$ cat src/rtl/serial_adder_if.sv
// Operand/result bundle for the digit-serial adder/subtractor.
interface serial_adder_if #(
    parameter int unsigned WIDTH = 8
);
    logic             start;
    logic             sub;
    logic             cin;
    logic [WIDTH-1:0] a;
    logic [WIDTH-1:0] b;
    logic             busy;
    logic             done;
    logic [WIDTH-1:0] sum;
    logic             cout;
    logic             ovf;

    // Requester drives operands and start, observes status and result.
    modport master (
        output start, sub, cin, a, b,
        input  busy, done, sum, cout, ovf
    );

    // Adder samples operands and start, drives status and result.
    modport slave (
        input  start, sub, cin, a, b,
        output busy, done, sum, cout, ovf
    );
endinterface

$ cat src/rtl/serial_adder.sv
// Digit-serial adder/subtractor: DIGIT bits per clock, carry kept in a register
// between steps, start/busy/done handshake. Result is registered and held
// until the next completion.
module serial_adder #(
    parameter int unsigned WIDTH = 8,
    parameter int unsigned DIGIT = 1
) (
    input  logic          clk,
    input  logic          rst_n,
    serial_adder_if.slave bus
);
    localparam int unsigned STEPS = WIDTH / DIGIT;
    localparam int unsigned CW    = (STEPS > 1) ? $clog2(STEPS) : 1;
    localparam int unsigned DW    = DIGIT + 1;

    typedef enum logic [1:0] {
        IDLE = 2'd0,
        RUN  = 2'd1,
        FIN  = 2'd2
    } state_t;

    state_t           state;
    logic [WIDTH-1:0] op_a;
    logic [WIDTH-1:0] op_b;
    logic [WIDTH-1:0] partial;
    logic             carry;
    logic [CW-1:0]    step;

    logic [DIGIT:0]   digit_sum_c;
    logic             carry_msb_c;
    logic [WIDTH-1:0] partial_next_c;
    logic             last_c;

    // One digit of add, its internal carry into the digit MSB, and the shifted partial result.
    always_comb begin
        digit_sum_c    = DW'(op_a[DIGIT-1:0]) + DW'(op_b[DIGIT-1:0]) + DW'(carry);
        // Sum bit = a ^ b ^ carry-in, so the carry into the digit MSB falls out by XOR.
        carry_msb_c    = digit_sum_c[DIGIT-1] ^ op_a[DIGIT-1] ^ op_b[DIGIT-1];
        partial_next_c = (partial >> DIGIT) | (WIDTH'(digit_sum_c[DIGIT-1:0]) << (WIDTH - DIGIT));
        last_c         = (step == CW'(STEPS - 1));
    end

    // Control FSM, datapath registers and registered outputs.
    always_ff @(posedge clk or negedge rst_n) begin
        if (!rst_n) begin
            state    <= IDLE;
            op_a     <= '0;
            op_b     <= '0;
            partial  <= '0;
            carry    <= 1'b0;
            step     <= '0;
            bus.busy <= 1'b0;
            bus.done <= 1'b0;
            bus.sum  <= '0;
            bus.cout <= 1'b0;
            bus.ovf  <= 1'b0;
        end else begin
            case (state)
                IDLE, FIN: begin
                    bus.done <= 1'b0;
                    if (bus.start) begin
                        op_a     <= bus.a;
                        op_b     <= bus.sub ? ~bus.b : bus.b;
                        carry    <= bus.sub ? 1'b1 : bus.cin;
                        partial  <= '0;
                        step     <= '0;
                        bus.busy <= 1'b1;
                        state    <= RUN;
                    end else begin
                        state <= IDLE;
                    end
                end
                RUN: begin
                    op_a    <= op_a >> DIGIT;
                    op_b    <= op_b >> DIGIT;
                    carry   <= digit_sum_c[DIGIT];
                    partial <= partial_next_c;
                    step    <= step + CW'(1);
                    if (last_c) begin
                        bus.sum  <= partial_next_c;
                        bus.cout <= digit_sum_c[DIGIT];
                        bus.ovf  <= carry_msb_c ^ digit_sum_c[DIGIT];
                        bus.busy <= 1'b0;
                        bus.done <= 1'b1;
                        state    <= FIN;
                    end
                end
                default: begin
                    bus.busy <= 1'b0;
                    bus.done <= 1'b0;
                    state    <= IDLE;
                end
            endcase
        end
    end
endmodule

$ cat src/flat_wrapper.sv
// flat-port wrapper written by rule: the top's interface ports become plain ports
module serial_adder_flat 
#(
    parameter int unsigned WIDTH = 8,
    parameter int unsigned DIGIT = 1
)
  (clk, rst_n, bus_start, bus_sub, bus_cin, bus_a, bus_b, bus_busy, bus_done, bus_sum, bus_cout, bus_ovf);
  serial_adder_if #(.WIDTH(WIDTH)) bus_i ();
  input  logic clk;
  input  logic rst_n;
  input wire logic [$bits(bus_i.start)-1:0] bus_start;
  input wire logic [$bits(bus_i.sub)-1:0] bus_sub;
  input wire logic [$bits(bus_i.cin)-1:0] bus_cin;
  input wire logic [$bits(bus_i.a)-1:0] bus_a;
  input wire logic [$bits(bus_i.b)-1:0] bus_b;
  output wire logic [$bits(bus_i.busy)-1:0] bus_busy;
  output wire logic [$bits(bus_i.done)-1:0] bus_done;
  output wire logic [$bits(bus_i.sum)-1:0] bus_sum;
  output wire logic [$bits(bus_i.cout)-1:0] bus_cout;
  output wire logic [$bits(bus_i.ovf)-1:0] bus_ovf;
  assign bus_i.start = bus_start;
  assign bus_i.sub = bus_sub;
  assign bus_i.cin = bus_cin;
  assign bus_i.a = bus_a;
  assign bus_i.b = bus_b;
  assign bus_busy = bus_i.busy;
  assign bus_done = bus_i.done;
  assign bus_sum = bus_i.sum;
  assign bus_cout = bus_i.cout;
  assign bus_ovf = bus_i.ovf;
  serial_adder #(.WIDTH(WIDTH), .DIGIT(DIGIT)) u_core (.clk(clk), .rst_n(rst_n), .bus(bus_i));
endmodule
$ cat config.mk
export PLATFORM = sky130hd
export DESIGN_NAME = serial_adder_flat
export DESIGN_NICKNAME = d
export VERILOG_FILES = /design/src/rtl/serial_adder_if.sv /design/src/rtl/serial_adder.sv /design/src/flat_wrapper.sv
export SDC_FILE = /design/constraint.sdc
export NUM_CORES = 1
export LEC_CHECK = 0
export CELL_PAD_IN_SITES_DETAIL_PLACEMENT = 0
export CELL_PAD_IN_SITES_GLOBAL_PLACEMENT = 2
export CORE_UTILIZATION = 37
export DETAILED_ROUTE_END_ITERATION = 7
export GPL_TIMING_DRIVEN = 1
export PLACE_DENSITY = 0.9
export SLEW_MARGIN = 10
export SYNTH_ARGS = -nofsm -noshare
export SYNTH_HDL_FRONTEND = slang
export SYNTH_SLANG_ARGS = --single-unit
export TNS_END_PERCENT = 20
$ cat constraint.sdc
create_clock -name clk -period 2.65 [get_ports clk]
set_input_delay 0.53 -clock clk [delete_from_list [all_inputs] [get_ports clk]]
set_output_delay 0.53 -clock clk [all_outputs]
set_load 0.005 [all_outputs]
# Word level (Yosys, flattened, before mapping)
# Index checks and enable logic that the tools add are counted.
# totals
regBits,42
input_bits,21
wordCells,50
# op_classes
addsub,3
n_eq_ne,5
muxes,20
bitwise_logic,5
reduce_logical,6
# op_table
cell,count
case mux 8 bit (2 select lines),3
two-way mux 8 bit,4
NOT 8 bit,1
bitwise OR 7 x 8 -> 8 bit,1
two-way mux 1 bit,7
case mux 3 bit (2 select lines),1
AND reduction 2 bit,3
case mux 1 bit (2 select lines),2
case mux 2 bit (2 select lines),1
"adder 3 x 1 -> 3 bit, second input constant",1
"equality test 3 bit, second input constant",1
two-way mux 3 bit,1
bitwise XOR 1 bit,3
adder 1 x 1 -> 2 bit,1
adder 2 x 1 -> 2 bit,1
"equality test 2 x 1 -> 1 bit, second input constant",1
"equality test 2 bit, second input constant",1
zero test 2 bit,1
two-way mux 2 bit,1
"!= test 2 x 1 -> 1 bit, second input constant",1
"!= test 2 bit, second input constant",1
nonzero test 2 bit,1
OR reduction 2 bit,1

# Logic depth before layout (Yosys ltp)
# depth
depth_word,5
ltp_mapped,6

# Worst setup path after synthesis
# No wires, ideal clock.
# synth_path
kind,reg2reg
startpoint,reg u_core.step[0]
endpoint,reg u_core.bus.sum[4]
t_arrival_ns,1.403
t_required_ns,2.525
setup_slack_ns,1.122
path_stages_with_launch,6
path_buffers,1
period_less_slack_ns,1.528
cell_sequence,dfrtp_1 ha_1 ha_1 nand3b_4 buf_2 mux2_2
# synth_via
elab_chain_len,2
# synth_rtl
item,line,rtl
"start, declared",serial_adder.sv:27,logic [CW-1:0] step;
"start signal, assigned",serial_adder.sv:78,step <= step + CW'(1);
equality test 3 bit,serial_adder.sv:40,last_c = (step == CW'(STEPS - 1));
AND reduction 2 bit (no line),-,
"end signal, assigned",serial_adder.sv:80,bus.sum <= partial_next_c;
"end, declared",serial_adder_if.sv:25,"output busy, done, sum, cout, ovf"
# No other way between the ends.
# A chain may end at the register's enable or synchronous reset.

==> results.md <==
Synth:
- Synthesis produced a netlist whose cell count is 142.
- The Yosys step of the flow raised 0 warnings.
- Counting flops with an async set or reset pin after synthesis yields a share of 100.0%.
- The adder-cell area share of the yosys netlist is under 10%.
- The predominant post-synthesis flop cell is sky130_fd_sc_hd__dfrtp_1.
- The compound-cell area share of the yosys netlist is 14.77%.
- After synthesis the netlist holds a flip-flop and latch count of 40.
- The average size of a mapped cell is around 13 um^2.
- The fraction of synthesized cell area in xor and xnor cells is 5.388%.
- In this run, synthesis inferred 0 flip-flops with an integrated enable.
- The number of nets in the synthesized netlist is 166.
- Multiplexer cells account for 4.409% of the synthesized area.
- After synthesis, the largest family of logic cells by area is compound AO/OA/AOI/OAI gates.
- In this run the cell area of the synthesized design comes to 1788 um^2.
- In this run, distinct cell masters in the synthesized netlist total 27.
- The share of the Yosys chip area taken by registers is 55.98%.
- The simple-gate portion of the synthesized area is ~11%.

Drt:
- The number of violations reported at the end of detailed-routing iteration 0 is 51.
- The residual antenna-violating net count after detailed routing is 0.
- After detailed routing, the average wire length per cell comes to between 10 and 15 um.
- For this run, the detailed router's first-pass iteration total came to 4.
- The total number of vias is 1192.
- In the routed design, unresolved DRC markers number 0.
- The final layout contains routed wiring with a total length of 3118 um.
- Dividing the detail-routed via count by the number of cells gives 5.321.

Setup path:
- Counting both buffers and inverters, the worst setup path holds a total of 1.
- The required time of the worst setup path is approximately 2.1 ns.
- The startpoint identified for the worst register-to-register timing path is u_core.state[0].
- On the critical path the largest part of the delay comes from buffers and inverters.
- The setup path with the least slack is of type register to primary output.
- Along the worst path, the maximum fanout reaches 5.
- The worst setup path is captured at a primary output.
- In this run the worst setup path begins at u_core.state[1].
- On the critical path, the stage with the largest delay is an instance of sky130_fd_sc_hd__clkdlybuf4s50_1.
- The type of origin of the critical path is a register.
- The stage delay of the slowest cell on the critical path is 0.54 ns.
- The setup slack of the worst register-to-register path is 1.13 ns.
- Walking the worst path, the cells encountered are clkdlybuf4s50_1.
- Data on the critical path arrives at its endpoint at 1.27 ns.

Floorplanning:
- The die covers 5114 um^2.
- The die is 71.52 um tall.
- The number of top-level pins is 33.
- Once the floorplan was initialized, standard cells occupied between 30% and 40% of the core.
- The horizontal die dimension is 71.52 um.
- The initialized floorplan defines 24 standard-cell rows.
- In this run the standard cell core region covers 4504 um^2.

CTS:
- The clock reaches the later pin of the worst-skew pair after between 0.2 and 0.3 ns.
- The clock-pin slew reported for the worst setup and hold paths after clock tree synthesis is approximately 0.07 ns.
- The total clock buffers created by CTS is 5.
- CTS placed an instance of sky130_fd_sc_hd__clkbuf_8 at the clock tree root.
- The count of hold-fix buffers inserted at cts is 0.
- TritonCTS built the clock tree.
- Counting along the longest clock path gives a buffer depth of 2.
- The CTS H-tree depth is 2.
- The total of cells resized after clock tree synthesis is 0.
- In this run the post-CTS setup repair buffer count came out at 0.
- Clock tree synthesis found a total of 40 sinks.

Finish:
- In the final layout, the multi-input gates occupy 678.2 um^2.
- Cells with a size suffix above 1 make up 11.05% of the layout.
- The repair_antennas step left the layout with diodes totalling 0.
- Fill cells in the final layout number 398.
- Excluding fillers, the count of instances in the completed layout stands at 224.
- The area taken by flip-flops and latches is 1001 um^2.
- The signed area change from the synthesized netlist to the final layout is 20.78%.
- The net count of the finished layout is 196.

Global routing:
- Entering global routing, the biggest net connects 41 pins.
- The via count of the first global-routing pass is 1150.
- The final global-route overflow total is 0.
- The number of antenna violations at the first check in global routing is 0.
- The first global-routing pass estimated 5395 um of wire.
- Global routing used 14.09% of the available tracks.

Power:
- The analysis attributes to cell leakage a power of around 0.00097 uW.
- The power density relative to cell area is about 1100 nW/um^2.
- The register share of total power is 43.0%.
- The worst supply voltage drop on vdd is around 330 uV.
- The proportion of power drawn by combinational gates is between 40% and 50%.
- The cell-internal power is 1648 uW.
- The analysis attributes to net switching a power of a little over 800 uW.
- Of the total power, the clock network draws 15.1%.
- Net switching is 33.43% of the power.

Run:
- The tool flagged a number of max-cap violations equal to 0.

Timing:
- Based on the critical path, the design can be clocked at up to 555.9 MHz.
- The final clock skew is around 0.006 ns.
- The count of pins over their slew limit is 0.
- At the pin with the least slew margin, the transition time is 0.8528 ns.
- Setup repair after global routing left no endpoint under its margin.
- After routing, the total negative slack on setup checks comes to 0 ns.
- Setup violations remaining at the end of the flow were counted as 0.
- The max-slew headroom at the worst pin is 43.15%.
- The number of failing hold endpoints at the final stage is 0.
- The worst path in the final design needs a cycle of 1.799 ns, including I/O delays and setup.
- The final worst-path cycle share is 67.88%.

Placement:
- Input and output buffers added on the ports amount to 32.
- Detailed placement ended at an HPWL of 2171 um.
- The congestion estimate from routability-driven global placement came to just over 0.7.
- The number of cells in the design after placement is 217.

Worst hold path:
- The path type of the worst min-delay path is primary input to async pin.

Outcome:
- The run finished with clean final reports.
per-stage QoR:
step | worst slack, ns | util [%] | total power [uW] | instance area [um^2] | hold WS (ns)
2_1_floorplan | 1.122 | - | 1845 | 1788 | 0.2344
3_3_place_gp | 0.7488 | 46.22 | 2086 | 2082 | 0.4761
3_5_place_dp | 0.7183 | 46.22 | 2131 | 2082 | 0.4795
4_1_cts | 0.8336 | 47.94 | 2512 | 2160 | 0.3729
5_1_grt | 0.7777 | 47.94 | 2683 | 2160 | 0.4210
6_report | 0.8512 | 47.94 | 2475 | 2160 | 0.3505
cell usage after synthesis, types with 2 or more instances:
cell	number	share of area, %
sky130_fd_sc_hd__a22o_1	10	4.9
sky130_fd_sc_hd__xnor2_1	10	4.9
sky130_fd_sc_hd__o21ai_0	7	2.0
sky130_fd_sc_hd__mux2_2	7	4.4
sky130_fd_sc_hd__a221o_1	8	4.5
sky130_fd_sc_hd__nor2_1	9	1.9
sky130_fd_sc_hd__buf_2	3	0.84
sky130_fd_sc_hd__buf_6	5	3.1
sky130_fd_sc_hd__inv_1	4	0.84
sky130_fd_sc_hd__ha_1	2	1.4
sky130_fd_sc_hd__nand2_1	10	2.1
sky130_fd_sc_hd__dfrtp_1	40	56
sky130_fd_sc_hd__a22oi_1	6	2.5
sky130_fd_sc_hd__nand3_1	8	2.2
layout make-up:
type | count | area share [%]
multi-input cells | 88 | 31.40
repair buffers | 33 | 14.95
clock buffers | 6 | 3.360
inverters | 4 | 0.6952
well taps | 52 | 3.013
flip-flops and latches | 40 | 46.35
clock inverters | 1 | 0.2317
power groups by stage:
stage | combinational, uW | sequential (uW) | clock [uW]
2_1_floorplan | 804 | 1040 | 0
3_3_place_gp | 1020 | 1070 | 0
3_5_place_dp | 1060 | 1080 | 0
4_1_cts | 1060 | 1070 | 387
5_1_grt | 1160 | 1100 | 417
6_report | 1040 | 1060 | 373
placed cells by master, fill, tap and decap left out:
cell type | netlist | final
sky130_fd_sc_hd__dfrtp_1 | 40 | 40
sky130_fd_sc_hd__clkdlybuf4s50_1 | 0 | 31
sky130_fd_sc_hd__xnor2_1 | 10 | 10
sky130_fd_sc_hd__nand2_1 | 10 | 10
sky130_fd_sc_hd__a22o_1 | 10 | 10
sky130_fd_sc_hd__nor2_1 | 9 | 9
sky130_fd_sc_hd__a221o_1 | 8 | 8
sky130_fd_sc_hd__nand3_1 | 8 | 8
sky130_fd_sc_hd__o21ai_0 | 7 | 7
sky130_fd_sc_hd__mux2_2 | 7 | 7
sky130_fd_sc_hd__a22oi_1 | 6 | 6
sky130_fd_sc_hd__clkbuf_8 | 0 | 5
sky130_fd_sc_hd__inv_1 | 4 | 4
sky130_fd_sc_hd__ha_1 | 2 | 2
sky130_fd_sc_hd__nor2b_4 | 1 | 1
sky130_fd_sc_hd__and2b_4 | 1 | 1
sky130_fd_sc_hd__nor2_8 | 1 | 1
sky130_fd_sc_hd__nand2b_1 | 1 | 1
sky130_fd_sc_hd__or2b_1 | 1 | 1
sky130_fd_sc_hd__nor3_1 | 1 | 1
sky130_fd_sc_hd__nand3b_4 | 1 | 1
sky130_fd_sc_hd__o2bb2ai_1 | 1 | 1
sky130_fd_sc_hd__o211ai_1 | 1 | 1
sky130_fd_sc_hd__xor2_1 | 1 | 1
sky130_fd_sc_hd__fa_1 | 1 | 1
sky130_fd_sc_hd__clkbuf_1 | 0 | 1
sky130_fd_sc_hd__clkinv_2 | 0 | 1
sky130_fd_sc_hd__buf_2 | 3 | 1
sky130_fd_sc_hd__buf_4 | 1 | 1
worst paths after layout:
check                                     to  cells past startpoint
min                        u_core.bus.sum[1]                      1
max reg2reg                   u_core.op_b[5]                      3
min reg2reg                u_core.bus.sum[7]                      2
max                                 bus_done                      1
min in group clk           u_core.bus.sum[7]                      2
max in group asynchronous     u_core.op_a[1]                      1
metal layers:
metal	vias to the layer above	GRT usage, %	routed length [um]
met4	0	6.100	29
met1	593	17.92	1459
met3	4	5.626	168
li1	560	-	-
met5	-	0	0
met2	35	21.38	1460
worst register-to-register path, cell delays in order (launching register included):
cell and delay, ns:
sky130_fd_sc_hd__dfrtp_1 0.44, sky130_fd_sc_hd__nor2b_4 0.47, sky130_fd_sc_hd__nor2_8 0.15, sky130_fd_sc_hd__a221o_1 0.33
state kept, by name (all words and copies together), names as in the netlist:
register	flops
u_core.step	3
u_core.bus.cout	1
u_core.partial	7
u_core.state	2
u_core.op_a	8
u_core.op_b	8
u_core.bus.busy	1
u_core.bus.sum	8
u_core.carry	1
u_core.bus.ovf	1
cell families (layout without fill, tap and decap cells):
logic type | count (synthesis) | count (layout)
compound gates | 33 | 33
mux | 7 | 7
buf+inv | 14 | 44
fa+ha+maj | 3 | 3
flops | 40 | 40
simple gates | 34 | 34
xor+xnor | 11 | 11
Power figures use the tool's default switching activity.
